File: src/rtl/ula_pkg.sv
// Shared opcode, format, state and flag definitions for the pipelined ULA.
package ula_pkg;

  localparam logic [1:0] FMT_LCL = 2'b00;
  localparam logic [1:0] FMT_LCH = 2'b01;
  localparam logic [1:0] FMT_ALU = 2'b10;
  localparam logic [1:0] FMT_LDI = 2'b11;

  localparam logic [1:0] GRP_ARITH = 2'b00;
  localparam logic [1:0] GRP_LOGIC = 2'b01;
  localparam logic [1:0] GRP_SHIFT = 2'b10;
  localparam logic [1:0] GRP_ZERO  = 2'b11;

  localparam logic [4:0] OP_ADD   = 5'b00000;
  localparam logic [4:0] OP_ADDI  = 5'b00001;
  localparam logic [4:0] OP_SUB   = 5'b00010;
  localparam logic [4:0] OP_SUBD  = 5'b00011;
  localparam logic [4:0] OP_INC   = 5'b00100;
  localparam logic [4:0] OP_DEC   = 5'b00101;
  localparam logic [4:0] OP_NEG   = 5'b00110;
  localparam logic [4:0] OP_PASSA = 5'b00111;
  localparam logic [4:0] OP_AND   = 5'b01000;
  localparam logic [4:0] OP_OR    = 5'b01001;
  localparam logic [4:0] OP_XOR   = 5'b01010;
  localparam logic [4:0] OP_NOT   = 5'b01011;
  localparam logic [4:0] OP_PASSB = 5'b01100;
  localparam logic [4:0] OP_SHL   = 5'b10000;
  localparam logic [4:0] OP_SHR   = 5'b10001;
  localparam logic [4:0] OP_SAR   = 5'b10010;

  typedef enum logic {IDLE, SHIFT} state_t;

  typedef struct packed {
    logic o;
    logic c;
    logic s;
    logic z;
  } flags_t;

endpackage

File: src/rtl/ula_pipe_comb.sv
// Single-cycle result and flags for the arithmetic, logic and constant groups.
// A shift-group opcode yields A unchanged, which is the correct result for N==0.
module ula_pipe_comb
  import ula_pkg::*;
#(
  parameter int bits = 16
) (
  input  logic [bits-1:0] i_a,
  input  logic [bits-1:0] i_b,
  input  logic [7:0]      i_op,
  output logic [bits-1:0] o_resu,
  output flags_t          o_flags
);

  localparam int H = bits / 2;

  logic signed [bits-1:0] w_x;
  logic signed [bits-1:0] w_y;
  logic                   w_cin;
  logic                   w_arith;
  logic        [bits:0]   w_sum;
  logic        [bits-1:0] w_res;
  logic                   w_o;
  logic                   w_c;

  always_comb begin
    w_x     = '0;
    w_y     = '0;
    w_cin   = 1'b0;
    w_arith = 1'b0;
    w_sum   = '0;
    w_res   = '0;
    w_o     = 1'b0;
    w_c     = 1'b0;
    case (i_op[7:6])
      FMT_LCL: w_res = i_op[5] ? {{(bits-H){1'b0}}, i_b[H-1:0]} : {i_a[bits-1:H], i_b[H-1:0]};
      FMT_LCH: w_res = i_op[5] ? {i_b[H-1:0], {H{1'b0}}} : {i_b[H-1:0], i_a[H-1:0]};
      FMT_LDI: w_res = i_b;
      FMT_ALU: begin
        case (i_op[4:3])
          GRP_ARITH: begin
            // every arithmetic op is one adder pass: x + y + cin
            w_arith = 1'b1;
            case (i_op[4:0])
              OP_ADD:  begin w_x = i_a; w_y = i_b; end
              OP_ADDI: begin w_x = i_a; w_y = i_b; w_cin = 1'b1; end
              OP_SUB:  begin w_x = i_a; w_y = ~i_b; w_cin = 1'b1; end
              OP_SUBD: begin w_x = i_a; w_y = ~i_b; end
              OP_INC:  begin w_x = i_a; w_cin = 1'b1; end
              OP_DEC:  begin w_x = i_a; w_y = '1; end
              OP_NEG:  begin w_y = ~i_a; w_cin = 1'b1; end
              OP_PASSA: w_x = i_a;
              default:  w_x = i_a;
            endcase
          end
          GRP_LOGIC: begin
            case (i_op[4:0])
              OP_AND:   w_res = i_a & i_b;
              OP_OR:    w_res = i_a | i_b;
              OP_XOR:   w_res = i_a ^ i_b;
              OP_NOT:   w_res = ~i_a;
              OP_PASSB: w_res = i_b;
              default:  w_res = '0;
            endcase
          end
          GRP_SHIFT: w_res = i_a;
          GRP_ZERO:  w_res = '0;
          default:   w_res = '0;
        endcase
      end
      default: w_res = '0;
    endcase

    if (w_arith) begin
      w_sum = {1'b0, w_x} + {1'b0, w_y} + {{bits{1'b0}}, w_cin};
      w_res = w_sum[bits-1:0];
      w_c   = w_sum[bits];
      w_o   = (w_x[bits-1] == w_y[bits-1]) && (w_res[bits-1] != w_x[bits-1]);
    end
  end

  assign o_resu  = w_res;
  assign o_flags = {w_o, w_c, w_res[bits-1], ~|w_res};

endmodule

File: src/rtl/ula_pipe.sv
// Registered ULA with valid/ready handshake and an iterative shifter that
// advances SH_STEP bit positions per SHIFT cycle.
module ula_pipe
  import ula_pkg::*;
#(
  parameter int bits    = 16,
  parameter int SH_STEP = 1
) (
  input  logic            clk,
  input  logic            rst_n,
  input  logic            in_valid,
  output logic            in_ready,
  input  logic [bits-1:0] A,
  input  logic [bits-1:0] B,
  input  logic [7:0]      OP,
  output logic            out_valid,
  input  logic            out_ready,
  output logic [bits-1:0] RESU,
  output logic            O,
  output logic            C,
  output logic            S,
  output logic            Z,
  output logic            busy
);

  localparam int            NW   = $clog2(bits);
  localparam int            CW   = NW + 1;
  localparam logic [CW-1:0] STEP = CW'(SH_STEP);

  state_t          r_state;
  state_t          w_state_nxt;
  logic [bits-1:0] r_work_p0;
  logic [NW-1:0]   r_rem_p0;
  logic            r_right_p0;
  logic            r_arith_p0;
  logic            r_vld_p1;
  logic [bits-1:0] r_resu_p1;
  flags_t          r_flags_p1;

  logic [bits-1:0] w_comb_res;
  flags_t          w_comb_flags;
  logic [NW-1:0]   w_n;
  logic            w_is_shift;
  logic            w_right;
  logic            w_arith;
  logic            w_accept;
  logic            w_start_shift;
  logic            w_last;
  logic [CW-1:0]   w_rem_ext;
  logic [CW-1:0]   w_step;
  logic [bits:0]   w_ext_l;
  logic [bits:0]   w_ext_r;
  logic [bits-1:0] w_shifted;
  logic            w_cout;

  assign w_n           = B[NW-1:0];
  assign w_is_shift    = (OP[7:6] == FMT_ALU) && (OP[4:3] == GRP_SHIFT);
  assign in_ready      = rst_n && (r_state == IDLE) && (!r_vld_p1 || out_ready);
  assign w_accept      = in_valid && in_ready;
  assign w_start_shift = w_accept && w_is_shift && (w_n != '0);

  always_comb begin
    w_right = 1'b0;
    w_arith = 1'b0;
    case (OP[4:0])
      OP_SHR:  w_right = 1'b1;
      OP_SAR:  begin w_right = 1'b1; w_arith = 1'b1; end
      OP_SHL:  w_right = 1'b0;
      default: w_right = 1'b0;
    endcase
  end

  ula_pipe_comb #(.bits(bits)) u_comb (
    .i_a     (A),
    .i_b     (B),
    .i_op    (OP),
    .o_resu  (w_comb_res),
    .o_flags (w_comb_flags)
  );

  assign w_rem_ext = {1'b0, r_rem_p0};
  assign w_step    = (w_rem_ext < STEP) ? w_rem_ext : STEP;
  assign w_last    = (r_state == SHIFT) && (w_rem_ext <= STEP);

  // One guard bit on each side catches the last bit shifted out as carry.
  always_comb begin
    w_ext_l = {1'b0, r_work_p0} << w_step;
    if (r_arith_p0) w_ext_r = $unsigned($signed({r_work_p0, 1'b0}) >>> w_step);
    else            w_ext_r = {r_work_p0, 1'b0} >> w_step;
    if (r_right_p0) begin
      w_shifted = w_ext_r[bits:1];
      w_cout    = w_ext_r[0];
    end else begin
      w_shifted = w_ext_l[bits-1:0];
      w_cout    = w_ext_l[bits];
    end
  end

  always_ff @(posedge clk) begin
    if (!rst_n) r_state <= IDLE;
    else        r_state <= w_state_nxt;
  end

  always_comb begin
    w_state_nxt = r_state;
    case (r_state)
      IDLE:    if (w_start_shift) w_state_nxt = SHIFT;
      SHIFT:   if (w_last)        w_state_nxt = IDLE;
      default: w_state_nxt = IDLE;
    endcase
  end

  // p0: shifter working register, loaded at accept
  always_ff @(posedge clk) begin
    if (w_start_shift) begin
      r_work_p0  <= A;
      r_rem_p0   <= w_n;
      r_right_p0 <= w_right;
      r_arith_p0 <= w_arith;
    end else if (r_state == SHIFT) begin
      r_work_p0 <= w_shifted;
      r_rem_p0  <= r_rem_p0 - w_step[NW-1:0];
    end
  end

  // p1: output register; holds while out_valid && !out_ready
  always_ff @(posedge clk) begin
    if (!rst_n) begin
      r_vld_p1   <= 1'b0;
      r_resu_p1  <= '0;
      r_flags_p1 <= '0;
    end else if (w_last) begin
      r_vld_p1   <= 1'b1;
      r_resu_p1  <= w_shifted;
      r_flags_p1 <= {1'b0, w_cout, w_shifted[bits-1], ~|w_shifted};
    end else if (w_accept && !w_start_shift) begin
      r_vld_p1   <= 1'b1;
      r_resu_p1  <= w_comb_res;
      r_flags_p1 <= w_comb_flags;
    end else if (r_vld_p1 && out_ready) begin
      r_vld_p1 <= 1'b0;
    end
  end

  assign out_valid = r_vld_p1;
  assign RESU      = r_resu_p1;
  assign O         = r_flags_p1.o;
  assign C         = r_flags_p1.c;
  assign S         = r_flags_p1.s;
  assign Z         = r_flags_p1.z;
  assign busy      = (r_state == SHIFT);

endmodule
File: config.mk
export PLATFORM = sky130hd
export DESIGN_NAME = ula_pipe
export DESIGN_NICKNAME = d
export VERILOG_FILES = /design/src/rtl/ula_pkg.sv /design/src/rtl/ula_pipe_comb.sv /design/src/rtl/ula_pipe.sv
export SDC_FILE = /design/constraint.sdc
export NUM_CORES = 1
export LEC_CHECK = 0
export CAP_MARGIN = 20
export CORE_ASPECT_RATIO = 1.1
export CORE_MARGIN = 2
export CORE_UTILIZATION = 35
export CTS_BUF_LIST = sky130_fd_sc_hd__clkbuf_8
export DETAILED_ROUTE_END_ITERATION = 16
export RECOVER_POWER = 100
export SLEW_MARGIN = 5
export SYNTH_ARGS = -nofsm -noshare
export SYNTH_HDL_FRONTEND = slang
export SYNTH_SLANG_ARGS = --single-unit
File: constraint.sdc
create_clock -name clk -period 4.76 [get_ports clk]
set_input_delay 1.19 -clock clk [delete_from_list [all_inputs] [get_ports clk]]
set_output_delay 1.19 -clock clk [all_outputs]
set_load 0.01 [all_outputs]
==> flow_metrics.py <==
metrics = {
    "status": {
        "outcome": "complete, but fails checks",
        "violations": "max-capacitance violations, max-slew violations",
    },
    "layout": {
        "final_util_pct": 45.3,
        "fillers": 1496,
        "syn2layout_area_growth_pct": 25.5,
        "seqCellArea_mm2": 0.00108,
        "fin_nets": 914,
        "diodes": 0,
        "multiInputGateArea_mm2": 0.00402,
        "drive_above_1_share_pct": 14.3,
    },
    "yosys": {
        "async_flop_share_pct": 0,
        "ys_warn_count": 0,
        "ys_types": 80,
        "syn_inst": 713,
        "syn-num-nets": 810,
        "synth_flop_cell": "edfxtp_1",
        "yosysSeqAreaShare_pct": 19.7,
        "synth-seq-cells": 43,
        "synth_edf_count": 22,
        "synth_area_mm2": 0.00548,
        "avgSynthCellArea_um2": 7.68,
    },
    "setup_path": {
        "crit_path_start_kind": "primary input",
        "rrSetupSlack_ns": 1.99,
        "reg2regPathDepth": 6,
        "cp-end-kind": "register",
        "critPathRequiredTime_ns": 4.98,
        "critPathArrivalTime_ns": 4.82,
        "crit_end": "Z$_SDFFE_PN0P_",
        "crit_type": "in2reg",
        "rr_startpoint": "out_valid$_SDFFE_PN0P_",
        "crit_start": "OP[3]",
        "crit_fanout": 4,
        "reg2reg_to": "r_work_p0[2]$_DFFE_PP_",
    },
    "die": {
        "dieWidth_um": 123,
        "dieArea_mm2": 0.0167,
        "start_util_pct": 36.1,
        "core_mm2": 0.0152,
        "die_h_um": 135,
        "std_cell_rows": 47,
        "boundaryPins": 67,
    },
    "global_route": {
        "grt_max_degree": 33,
        "antenna_found_initial": 0,
        "grt_usage_pct": 23.3,
        "overflow": 0,
        "grt_pass1_vias": 5748,
        "grt_first_pass_wirelength_um": 30700,
    },
    "route": {
        "routed_wl_um": 19400,
        "ant_nets": 0,
        "dr.pass1.iters": 6,
        "drc_errors": 0,
        "viasPerCell": 5.84,
        "wire_per_inst_um": 19.1,
        "drt_iter0_drc": 696,
        "vias": 5925,
    },
    "power": {
        "peakVddDrop_v": 0.0000885,
        "p_leak_nw": 3.01,
        "p_per_area_mw_per_mm2": 143,
    },
    "cts": {
        "cts_tree": "done",
        "path_clk_slew_ns": 0.08,
        "htree_levels": 2,
        "cts_hold_buf": 0,
        "cts_inserted_buffers": 5,
        "clockBufferDepth": 2,
        "insertion_delay_ns": 0.31,
        "root_buffer": "clkbuf_8",
        "clock_sinks": 43,
    },
    "sta": {
        "fin_skew_ns": 0.0128,
        "setup_violations": 0,
        "fin_crit_ns": 4.60,
        "timing.final.max_slew_violations": 22,
        "hold_viol_final": 0,
        "worst-slew-pin-transition_ns": 1.53,
        "grt_setup_unrepaired": "yes",
        "slew_headroom_pct": -2.15,
        "fmax_mhz": 217,
        "finalSetupTns_ns": 0,
        "finalCritPeriodShare_pct": 96.6,
    },
    "placement": {
        "routabilityCongestion": 0.964,
        "portBuffers": 66,
        "hpwl_um": 15300,
    },
    "hold_path": {
        "worstHoldPathType": "reg2reg",
    },
    "job": {
        "drv_cap": 1,
    },
}
worst min-delay path by stage:
| stage | startpoint | to | slack [ns] | depth (start not counted) |
|---|---|---|---|---|
| after floorplan | Z$_SDFFE_PN0P_ | Z$_SDFFE_PN0P_ | 0.51 | 2 |
| after global placement | Z$_SDFFE_PN0P_ | Z$_SDFFE_PN0P_ | 0.52 | 2 |
| after detailed placement | Z$_SDFFE_PN0P_ | Z$_SDFFE_PN0P_ | 0.53 | 2 |
| after CTS | Z$_SDFFE_PN0P_ | Z$_SDFFE_PN0P_ | 0.55 | 2 |
| after global routing | Z$_SDFFE_PN0P_ | Z$_SDFFE_PN0P_ | 0.56 | 2 |
| final | Z$_SDFFE_PN0P_ | Z$_SDFFE_PN0P_ | 0.53 | 2 |
cells in the final DEF (no fill, tap or decap), types with 10 or more instances in the layout:
| cell type | count |
|---|---|
| nor2_1 | 49 |
| edfxtp_1 | 22 |
| buf_4 | 76 |
| nand2_1 | 73 |
| a22oi_1 | 15 |
| nand3_1 | 14 |
| mux2i_1 | 25 |
| dlygate4sd3_1 | 23 |
| o221ai_1 | 20 |
| inv_1 | 54 |
| nor2b_1 | 12 |
| nor3_1 | 10 |
| ha_1 | 51 |
| and2_1 | 25 |
| clkdlybuf4s50_1 | 42 |
| a21oi_1 | 31 |
| dfxtp_1 | 21 |
| o21ai_0 | 79 |
synth_stat cells (5+ instances only):
library cell / instances / area share (%)
a21oi_1: 32 / 2.9
a222oi_1: 7 / 1.3
buf_2: 12 / 1.1
mux2i_1: 25 / 4.6
o211ai_1: 5 / 0.69
nor2_1: 50 / 3.4
edfxtp_1: 22 / 12
clkbuf_1: 25 / 1.7
a22oi_1: 15 / 2.1
a22o_1: 9 / 1.4
o221ai_1: 20 / 3.2
a221oi_1: 7 / 1.1
ha_1: 51 / 12
a31oi_1: 7 / 0.80
a21o_1: 7 / 0.96
nand3_1: 14 / 1.3
inv_1: 53 / 3.6
and2_1: 29 / 3.3
mux2_2: 8 / 1.6
nand2_1: 74 / 5.1
nor2b_1: 14 / 1.6
dfxtp_1: 21 / 7.7
o21ai_0: 80 / 7.3
buf_1: 6 / 0.41
nand2b_1: 5 / 0.57
nor3_1: 10 / 0.91
xnor2_1: 10 / 1.6
kinds of logic after synthesis:
logic type | synth area share, %
and+or+nand+nor | 21.5
muxes | 6.21
adders and majority gates | 12.4
AOI/OAI and AO/OA | 30.2
xor gates and xnor gates | 2.24
buffers and inverters | 7.74
DFF | 19.7
critical path: stages:
cell             delay [ns]
clkdlybuf4s50_1        0.43
inv_1                  0.08
ha_1                   0.22
inv_1                  0.09
nor2_2                 0.18
nand3_1                0.14
or3_1                  0.42
inv_1                  0.07
ha_1                   0.25
a21oi_1                0.17
o211ai_1               0.15
o21ai_0                0.22
xor2_1                 0.18
o21ai_0                0.12
a221oi_2               0.37
and4bb_1               0.26
nand4b_1               0.11
o31ai_2                0.18
what timing repair did:
action | 4_1_cts | 5_1_grt
endpoints found under the hold margin | 0 | 0
endpoints found under the setup margin | 0 | 7
setup buffers | 0 | 0
gates resized for setup | 0 | 12
power by group:
| group | internal [W] | total, W | switching [W] |
|---|---|---|---|
| sequential | 0.000397 | 0.000404 | 0.00000681 |
| combinational | 0.000158 | 0.000349 | 0.000191 |
| clock | 0.000100 | 0.000229 | 0.000129 |
registers in the layout, summed over array words and instances, names as in the netlist:
signal      cells
r_rem_p0        4
busy            1
Z               1
O               1
C               1
RESU           16
out_valid       1
r_arith_p0      1
r_work_p0      16
r_right_p0      1
through the flow:
stage                     hold WS, ns  std cells  instance area (um^2)  power, W  setup WS, ns
after global placement          0.516       1006                  6770  0.000750        -0.107
after global routing            0.559       1014                  6880   0.00104       -0.0524
final                           0.530       1014                  6880  0.000982         0.161
after CTS                       0.551       1014                  6850  0.000986         0.105
after detailed placement        0.526       1006                  6770  0.000757        -0.205
after floorplan                 0.513        713                  5480  0.000583        0.0854
final cells by class:
type	count	area share [%]
Multi-Input combinational cell	569	58.5
Timing Repair Buffer	145	18.1
Sequential cell	43	15.7
Tap cell	196	3.57
Inverter	53	2.89
Clock buffer	5	1.00
Clock inverter	3	0.237
metal layers:
layer  up-vias  global-route usage (%)  share of wire, %
met1      2821                    31.5                44
met3        31                    1.98               6.2
met5         -                       0                 0
met2       243                    38.8                47
met4         0                    8.14               2.6
li1       2830                       -                 -
Power figures use the tool's default switching activity.
